===== src/rtl/scan_sel_gen.sv =====
// 3-bit decoder select scanner: wrap, ping-pong or single-sweep stepping with a div+1 prescaler.
// Optional `SCAN_SEL_GEN_BLANK_EN adds a registered blank = ~busy output.
module scan_sel_gen #(
    parameter int unsigned DIV_W = 8
) (
    input  logic             clk,
    input  logic             rst,
    input  logic             start,
    input  logic             stop,
    input  logic             dir,
    input  logic [1:0]       mode,
    input  logic [DIV_W-1:0] div,
    output logic             A,
    output logic             B,
    output logic             Cin,
    output logic             busy,
    output logic             tick,
`ifdef SCAN_SEL_GEN_BLANK_EN
    output logic             blank,
`endif
    output logic             done
);

    typedef enum logic {IDLE, RUN} state_e;

    state_e           state_q;
    logic [2:0]       idx_q, idx_d;
    logic             dir_q, dir_d;
    logic [1:0]       mode_q;
    logic [DIV_W-1:0] div_q;
    logic [DIV_W-1:0] pre_q;
    logic             busy_q, tick_q, done_q;
    logic             go, adv, at_end, halt;

    assign go     = (state_q == IDLE) && start && !stop;
    assign adv    = (pre_q == div_q);
    assign at_end = (mode_q == 2'b10) && (idx_q == (dir_q ? 3'd0 : 3'd7));
    assign halt   = (state_q == RUN) && (stop || (adv && at_end));

    // Ping-pong turns at the endpoints by stepping away and flipping the latched direction.
    always_comb begin
        idx_d = dir_q ? (idx_q - 3'd1) : (idx_q + 3'd1);
        dir_d = dir_q;
        if (mode_q == 2'b01) begin
            if (!dir_q && idx_q == 3'd7) begin
                idx_d = 3'd6;
                dir_d = 1'b1;
            end else if (dir_q && idx_q == 3'd0) begin
                idx_d = 3'd1;
                dir_d = 1'b0;
            end
        end
    end

    always_ff @(posedge clk or posedge rst) begin
        if (rst) begin
            state_q <= IDLE;
            idx_q   <= '0;
            pre_q   <= '0;
            dir_q   <= 1'b0;
            mode_q  <= '0;
            div_q   <= '0;
            busy_q  <= 1'b0;
            tick_q  <= 1'b0;
            done_q  <= 1'b0;
        end else begin
            tick_q <= 1'b0;
            done_q <= 1'b0;
            case (state_q)
                IDLE: begin
                    if (go) begin
                        state_q <= RUN;
                        busy_q  <= 1'b1;
                        idx_q   <= dir ? 3'd7 : 3'd0;
                        pre_q   <= '0;
                        dir_q   <= dir;
                        mode_q  <= mode;
                        div_q   <= div;
                    end
                end
                RUN: begin
                    if (halt) begin
                        state_q <= IDLE;
                        busy_q  <= 1'b0;
                        done_q  <= !stop;
                        pre_q   <= adv ? '0 : pre_q;
                    end else if (adv) begin
                        pre_q  <= '0;
                        tick_q <= 1'b1;
                        idx_q  <= idx_d;
                        dir_q  <= dir_d;
                    end else begin
                        pre_q <= pre_q + DIV_W'(1);
                    end
                end
                default: state_q <= IDLE;
            endcase
        end
    end

`ifdef SCAN_SEL_GEN_BLANK_EN
    logic blank_q;

    always_ff @(posedge clk or posedge rst) begin
        if (rst) blank_q <= 1'b1;
        else     blank_q <= !((busy_q || go) && !halt);
    end

    assign blank = blank_q;
`endif

    assign A    = idx_q[2];
    assign B    = idx_q[1];
    assign Cin  = idx_q[0];
    assign busy = busy_q;
    assign tick = tick_q;
    assign done = done_q;

endmodule


===== config.mk =====
export PLATFORM = sky130hd
export DESIGN_NAME = scan_sel_gen
export DESIGN_NICKNAME = d
export VERILOG_FILES = /design/src/rtl/scan_sel_gen.sv
export SDC_FILE = /design/constraint.sdc
export NUM_CORES = 1
export LEC_CHECK = 0
export BUFFER_PORTS_ARGS = -buffer_cell sky130_fd_sc_hd__buf_2
export CORE_MARGIN = 1
export CORE_UTILIZATION = 55
export DETAILED_ROUTE_END_ITERATION = 6
export HOLD_SLACK_MARGIN = 0.02
export PLACE_DENSITY = 0.87
export RECOVER_POWER = 100
export SYNTH_ARGS = -nofsm -noshare
export SYNTH_HDL_FRONTEND = slang
export SYNTH_SLANG_ARGS = --single-unit

===== constraint.sdc =====
create_clock -name clk -period 2.05 [get_ports clk]
set_input_delay 0.205 -clock clk [delete_from_list [all_inputs] [get_ports clk]]
set_output_delay 0.205 -clock clk [all_outputs]
set_load 0.005 [all_outputs]

# After elaboration in Yosys (flattened, before gate mapping)
# Index checks and enable logic that the tools add are counted.
# word_totals
rom_bits	0
memories	0
ramBits	0
latchBits	0
output_inout_bits	6
in_bits	15
ff_bits	26
# op_classes
n_bitwise	1
n_shift	0
muxes	33
addsub	3
n_eq_ne	12
multipliers	0
order_cmp	0
n_reduce_logical	16
n_div	0
# ops
op	count
8-bit 2-to-1 mux	4
3-bit 2-to-1 mux	9
8-bit case mux with 2 select lines	1
1-bit 2-to-1 mux	15
8-bit by 1-bit adder with 8-bit output, second input constant	1
8-bit == test	1
1-bit logical AND	7
2-bit by 1-bit inequality test with 1-bit output, second input constant	3
1-bit case mux with 2 select lines	3
3-bit case mux with 2 select lines	1
2-bit AND reduction	3
5-bit AND reduction	1
2-bit inequality test, second input constant	2
3-bit by 1-bit adder with 3-bit output, second input constant	1
3-bit == test	1
3-bit == test, second input constant	1
3-bit logical NOT	1
3-bit by 1-bit inequality test with 1-bit output, second input constant	1
3-bit inequality test, second input constant	1
3-bit AND reduction	1
3-bit by 1-bit subtractor with 3-bit output, second input constant	1
2-bit by 1-bit == test with 1-bit output, second input constant	1
2-bit == test, second input constant	1
1-bit logical NOT	2
other kinds (2)	2

# Longest topological paths before layout
# Gate-level depths: netlist of run 1.
# logic_depth
ltp_word	8
ltp_mapped	7
mapped_depth_nobuf	7

# Least setup slack after synthesis of run 1
# Ideal clock, no wire load.
# synth_path
path_kind	register to register
from	register idx_q[2]
to	register idx_q[0]
setup_slack_ps	340
setup_time_ps	136
path_stages_with_launch	6
arrival_time_ps	1574
path_buffers	0
period_less_slack_ps	1710
required_time_ps	1914
path_cell_list	dfrtp_1 > or3b_1 > a211oi_1 > nand3_1 > a32oi_1 > o2bb2ai_1
# synth_between
elab_chain_cells	8
# synth_lines
item	line_no	text
from (decl)	27	logic [2:0] idx_q, idx_d;
from (signal assigned)	74	idx_q <= dir ? 3'd7 : 3'd0;
from (signal assigned)	90	idx_q <= idx_d;
3-bit logical NOT	48	end else if (dir_q && idx_q == 3'd0) begin
1-bit logical AND	48	
3-bit 2-to-1 mux	48	
3-bit 2-to-1 mux	45	if (!dir_q && idx_q == 3'd7) begin
3-bit 2-to-1 mux	44	if (mode_q == 2'b01) begin
3-bit 2-to-1 mux	87	end else if (adv) begin
3-bit 2-to-1 mux	82	if (halt) begin
3-bit case mux with 2 select lines	69	case (state_q)
# Several ways; a longest one is shown, not always the timed one. The select of a mux whose other input is x is not followed.
# A chain may end at the register's enable or synchronous reset.

# Worst setup path in the final report of run 1
# layout_path
from	register pre_q[5]
to	register dir_q
# layout_between
elab_chain_cells	6
# layout_lines
item	line_no	text
from (decl)	31	logic [DIV_W-1:0] pre_q;
from (signal assigned)	86	pre_q <= adv ? '0 : pre_q;
from (signal assigned)	93	pre_q <= pre_q + DIV_W'(1);
8-bit == test *	36	assign adv = (pre_q == div_q);
1-bit logical AND	38	assign halt = (state_q == RUN) && (stop || (adv && at_end));
1-bit logical OR	38	
1-bit logical AND	38	
2-bit inequality test (no source line)	--	
5-bit AND reduction (no source line) *	--	
to (signal assigned)	76	dir_q <= dir;
to (signal assigned)	91	dir_q <= dir_d;
to (decl)	28	logic dir_q, dir_d;
# Mark *: on every way between the ends. The rest lies on a longest branch, timed or not.

==> results.toml, run 1 <==
[run_status]
status = "completed"

[yosys]
synth_fp_nets = 170
synth-seq-area-share_pct = 46.51
syn_area_sq_um = 1399
ys_top_cells_by_area = "dfrtp_1, nand2_1, xor2_1"
yosys_warnings = 0
synthCells = 152
ys_types = 40
yosysTopAreaCell = "dfrtp_1"
synth_top_area_share_pct = 46.51
ys_ff_latch = 26
avgSynthCellArea_sq_um = 9.203

[worst_setup_path]
startpoint_type = "flip-flop"
crit_required_ns = 2.27
critPathCaptureType = "flip-flop"
crit_fanout = 7
crit_arrival_ns = 2.13
rr_worst_depth = 5
crit_type = "flip-flop to flip-flop"

[place]
dpl_worst_slack_ns = 0.1970
io_buffers = 20
dp_hpwl_mm = 2.207
routabilityCongestion = 0.8963

[global_route]
grt_pass1_vias = 1151
grt_usage_pct = 25.11
grt_first_pass_wirelength_mm = 5.085
grt_max_degree = 27
antenna_found_initial = 0
overflow = 0

[finish]
nets = 198
drive_gt1_share_pct = 17.32
utilization_pct = 69.39
antenna_cells = 0
syn2layout_area_growth_pct = 13.95
layout_common_cells = "nand2_1, dfrtp_1, buf_2"
final_common_cell = "nand2_1"

[clock_network]
cts_root_buf = "clkbuf_4"
cts.sinks = 26
cts_tree = "done"
h-tree-depth = 1
clk_pin_slew_worst_paths_ns = 0.14
numCtsBuffers = 3
cts_buffer_depth = 2
worstSkewPairLatency_ns = 0.32

[timing]
hold_viol_final = 0
worst_slack_ns = 0.1429
skew_ns = 0.001942
drv_slew = 0
fin_crit_ns = 1.907
relSlewSlack_pct = 9.513
grt_setup_unrepaired = "false"
post-route-period-util_pct = 93.03
worst_pin_slew_ns = 1.357
setup_viol = 0
setup_tns_ns = 0
timing.fmax_mhz = 524.4

[power_and_ir_drop]
peakVddDrop_mv = 0.5925
power.density_nw_per_um2 = 799.2
p_leak_nw = 0.7645

[detailed_routing]
first_pass_iters = 4
first_iter_violations = 41
vias_per_cell = 5.850
vias = 1211
drc = 0
drtAntennaViolNets = 0
totalWireLength_mm = 2.950
post_drt_wl_per_cell_um = 14.25

[floorplan]
chipWidth_um = 52.43
initial_core_util_pct = 60.89
die_h_um = 52.43
rows = 17
io_pins = 21
core_area_sq_um = 2297
die_area_sq_um = 2749

[worst_hold_path]
hold_class = "input pin to flip-flop"
min_path_cells = 3

[run]
cap_violations = 0
-- cell type report --
type	count	area, sq um
multi-input combinational	117	713.2
fill	179	703.2
sequential	26	650.6
timing repair buffer	26	136.4
clock buffer	4	36.28
tap	28	35.03
inverter	6	22.52
-- cell families (layout without fill, tap and decap cells) --
group / after synthesis / in the layout / synth area share [%]
xor gates and xnor gates: 10 / 10 / 6.262
and+or+nand+nor: 80 / 80 / 29.07
AOI/OAI and AO/OA: 24 / 24 / 12.43
buffers and inverters: 9 / 36 / 2.504
DFF: 26 / 26 / 46.51
adders and majority gates: 3 / 3 / 3.220
-- synth_stat cells --
cell type,n
nand3b_1,2
ha_1,2
nand2b_1,2
a211oi_1,2
o21bai_1,1
nand4_2,1
nor3_1,1
nand3_1,10
or3_1,1
xnor2_1,2
a31oi_1,3
o21ai_0,4
nor4b_1,1
a32oi_1,1
o22a_1,1
a21o_1,1
buf_2,1
or2_2,1
nor2b_1,1
o31ai_1,5
a211o_1,1
or3b_1,1
nand2_1,41
o2bb2ai_1,1
clkbuf_1,2
and2_1,1
nor4_4,2
inv_1,6
a32o_1,1
and2_4,1
fa_1,1
or4_1,1
dfrtp_1,26
and2_0,1
xor2_1,8
a22o_1,1
nand4_1,2
a21boi_0,1
nor2_1,10
o22ai_1,1
-- sequential cells by signal, summed over array words and instances, names as in the netlist --
register and flops:
busy 1, dir_q 1, div_q 8, done 1, idx_q 3, mode_q 2
pre_q 8, state_q 1, tick 1
-- report_power, final --
| part | total, mW | internal [mW] | switching (mW) |
|---|---|---|---|
| Combinational | 0.356 | 0.156 | 0.199 |
| Clock | 0.258 | 0.109 | 0.150 |
| Sequential | 0.660 | 0.579 | 0.0814 |
| Total | 1.27 | 0.843 | 0.431 |
-- critical path, cell delays in order, from the launching register on --
cell and delay [ns]:
dfrtp_1 0.46, xor2_1 0.22, nor4_4 0.48, nand4_2 0.23, and2_4 0.23, o22a_1 0.20
-- through the flow --
| stage | std cells | power (mW) | hold slack [ns] | area [sq um] |
|---|---|---|---|---|
| global placement | 202 | 0.9966 | 0.2665 | 1559 |
| detailed placement | 202 | 1.023 | 0.2733 | 1559 |
| global route | 207 | 1.352 | 0.04917 | 1594 |
| CTS | 207 | 1.280 | 0.05888 | 1605 |
| floorplan | 152 | 0.9127 | 0.2450 | 1399 |
| finish | 207 | 1.274 | 0.06163 | 1594 |
-- final timing paths --
path	startpoint	end	slack [ns]
setup reg to reg	pre_q[5]	dir_q	0.14
setup / recovery	pre_q[5]	dir_q	0.14
hold reg to reg	div_q[6]	div_q[6]	0.52
max in group asynchronous	rst	div_q[6]	0.41
min in group asynchronous	rst	idx_q[2]	0.86
hold / removal	div[3]	div_q[3]	0.06
-- layer usage --
layer	routed length [um]	vias up	GRT usage (%)
met1	1333	579	34.02
met5	0	-	0
met4	28	0	8.772
met2	1424	48	41.56
met3	164	4	2.609
li1	-	580	-
-- what timing repair did --
action / CTS / global route
buffers inserted: 0 / 0
hold buffers: 1 / 0
resized for setup: 0 / 0
hold endpoints to repair: 26 / 0
Power figures use the tool's default switching activity.
==> run 2, diff against run 1 <==
REMOVE_ABC_BUFFERS = 1   (was unset)
==> run 2 against run 1 <==
  * Flip-flop and latch count did not move
  * Maximum frequency up 1.2%
  * Non-clock buffer count is 1 lower
  * Count of clock-buffer cells in the layout fell by 1
  * Sequential share of layout area decreased by 0.44 points
  * Register-to-register slack better by 0.02 ns
  * Wire length up 4.9%
  * Final area is 1.1% higher
  * Die area did not move
  * Hold slack got worse by 0.0051 ns
  * Via count is 3.1% lower
  * Sequential power up 0.8%
  * Largest cell class unchanged
  * Largest power group unchanged
==> results.toml, run 2 (synthesis gave the netlist of run 1 again) <==
[power_and_ir_drop]
p_leak_nw = 0.7711
peakVddDrop_mv = 0.6582
power.density_nw_per_um2 = 855.1

[finish]
syn2layout_area_growth_pct = 15.21
fillers = 176
final_common_cell = "nand2_1"
layout_common_cells = "nand2_1, dfrtp_1, buf_2"
biggestRegsByFlops = "div_q x8, pre_q x8, idx_q x3"
nets = 197
drive_gt1_share_pct = 17.98
antenna_cells = 0

[worst_setup_path]
startpoint_type = "flip-flop"
slowest_stage = "dfrtp_1"
critPathCaptureType = "flip-flop"
crit_type = "flip-flop to flip-flop"
crit_required_ns = 2.28
crit_family = "simple AND/OR/NAND/NOR gates"
cp_slowest_stage_delay_ns = 0.46
crit_fanout = 7
critPathBufInv = 0
crit_arrival_ns = 2.12
path_cells = "xor2_1, nor4_4, nand4_2, and2_4, o22a_1"

[detailed_routing]
drtAntennaViolNets = 0
vias = 1174
vias_per_cell = 5.699
drc = 0
totalWireLength_mm = 3.096
first_iter_violations = 35
first_pass_iters = 4
post_drt_wl_per_cell_um = 15.03

[clock_network]
clk_pin_slew_worst_paths_ns = 0.15
h-tree-depth = 1
numCtsBuffers = 3
cts_tree = "done"
cts_root_buf = "clkbuf_4"
cts_buffer_depth = 2
cts.sinks = 26
cts_setup_buffers = 0
worstSkewPairLatency_ns = 0.32

[floorplan]
die_h_um = 52.43
initial_core_util_pct = 60.89
die_area_sq_um = 2749
core_area_sq_um = 2297
io_pins = 21
rows = 17
chipWidth_um = 52.43

[timing]
timing.fmax_mhz = 530.6
skew_ns = 0.005294
setup_viol = 0
drv_slew = 0
fin_crit_ns = 1.885
hold_viol_final = 0
relSlewSlack_pct = 9.593
post-route-period-util_pct = 91.93
grt_setup_unrepaired = "false"
setup_tns_ns = 0
worst_pin_slew_ns = 1.356
worst_slack_ns = 0.1655

[place]
dpl_worst_slack_ns = 0.1803
io_buffers = 20
dp_hpwl_mm = 2.338
routabilityCongestion = 0.9356

[global_route]
grt_max_degree = 27
grt_usage_pct = 26.54
overflow = 0
antenna_found_initial = 0
grt_pass1_vias = 1096
grt_first_pass_wirelength_mm = 5.168

[run]
cap_violations = 0

[run_status]
status = "completed"

[worst_hold_path]
hold_class = "input pin to flip-flop"
## run 2: changes by cell type in the layout (fill, tap and decap cells not counted), sizes merged
cell / delta
bufinv: +1
buf: -1
clkbuf: -1
## run 2: worst register-to-register path, cell delays in order, from the launching register on
cell	delay [ns]
dfrtp_1	0.46
xor2_1	0.21
nor4_4	0.46
nand4_2	0.23
and2_4	0.23
o22a_1	0.21
## run 2: cell type report
cell class	count	area, sq um	share of cell area (%)
Clock buffer	3	22.52	1.398
Multi-Input combinational cell	117	718.2	44.57
Inverter	6	22.52	1.398
Sequential cell	26	650.6	40.37
Tap cell	28	35.03	2.174
Clock inverter	1	30.03	1.863
Timing Repair Buffer	25	132.6	8.230
## run 2: path summary, 6_finish.rpt
check / from / end / slack (ns) / cells past startpoint
min in group asynchronous: rst / pre_q[0] / 0.85 / 4
max in group asynchronous: rst / div_q[6] / 0.41 / 4
setup reg to reg: pre_q[5] / dir_q / 0.17 / 5
setup / recovery: pre_q[5] / dir_q / 0.17 / 5
hold / removal: div[4] / div_q[4] / 0.06 / 3
hold reg to reg: div_q[4] / div_q[4] / 0.52 / 2
## run 2: layer usage
metal  GRT usage, %  routed length (um)  vias to the layer above
li1               -                   -                      580
met1          35.59                1392                      556
met2          42.19                1566                       34
met3          4.058                 102                        4
met4          11.84                  34                        0
met5              0                   0                        -
## run 2: power by group
group | switching, mW | total [mW] | internal, mW | leakage (nW)
sequential | 0.0861 | 0.665 | 0.579 | 0.334
clock | 0.158 | 0.356 | 0.198 | 0.0279
combinational | 0.200 | 0.357 | 0.158 | 0.409
total | 0.444 | 1.38 | 0.934 | 0.771
## run 2: timing repair
action / CTS / global route
hold buffers: 1 / 0
endpoints found under the hold margin: 26 / 0
resized for setup: 0 / 1
setup endpoints to repair: 0 / 1
## run 2: stage by stage
step / power [mW] / utilization (%) / hold WS [ns] / area, sq um / instances
2_1_floorplan: 0.9103 / - / 0.2450 / 1386 / 149
5_1_grt: 1.451 / 70.15 / 0.03604 / 1612 / 206
3_5_place_dp: 1.026 / 67.54 / 0.2745 / 1551 / 201
6_report: 1.378 / 70.15 / 0.05649 / 1612 / 206
4_1_cts: 1.382 / 70.26 / 0.04639 / 1614 / 206
3_3_place_gp: 0.9952 / 67.54 / 0.2672 / 1551 / 201
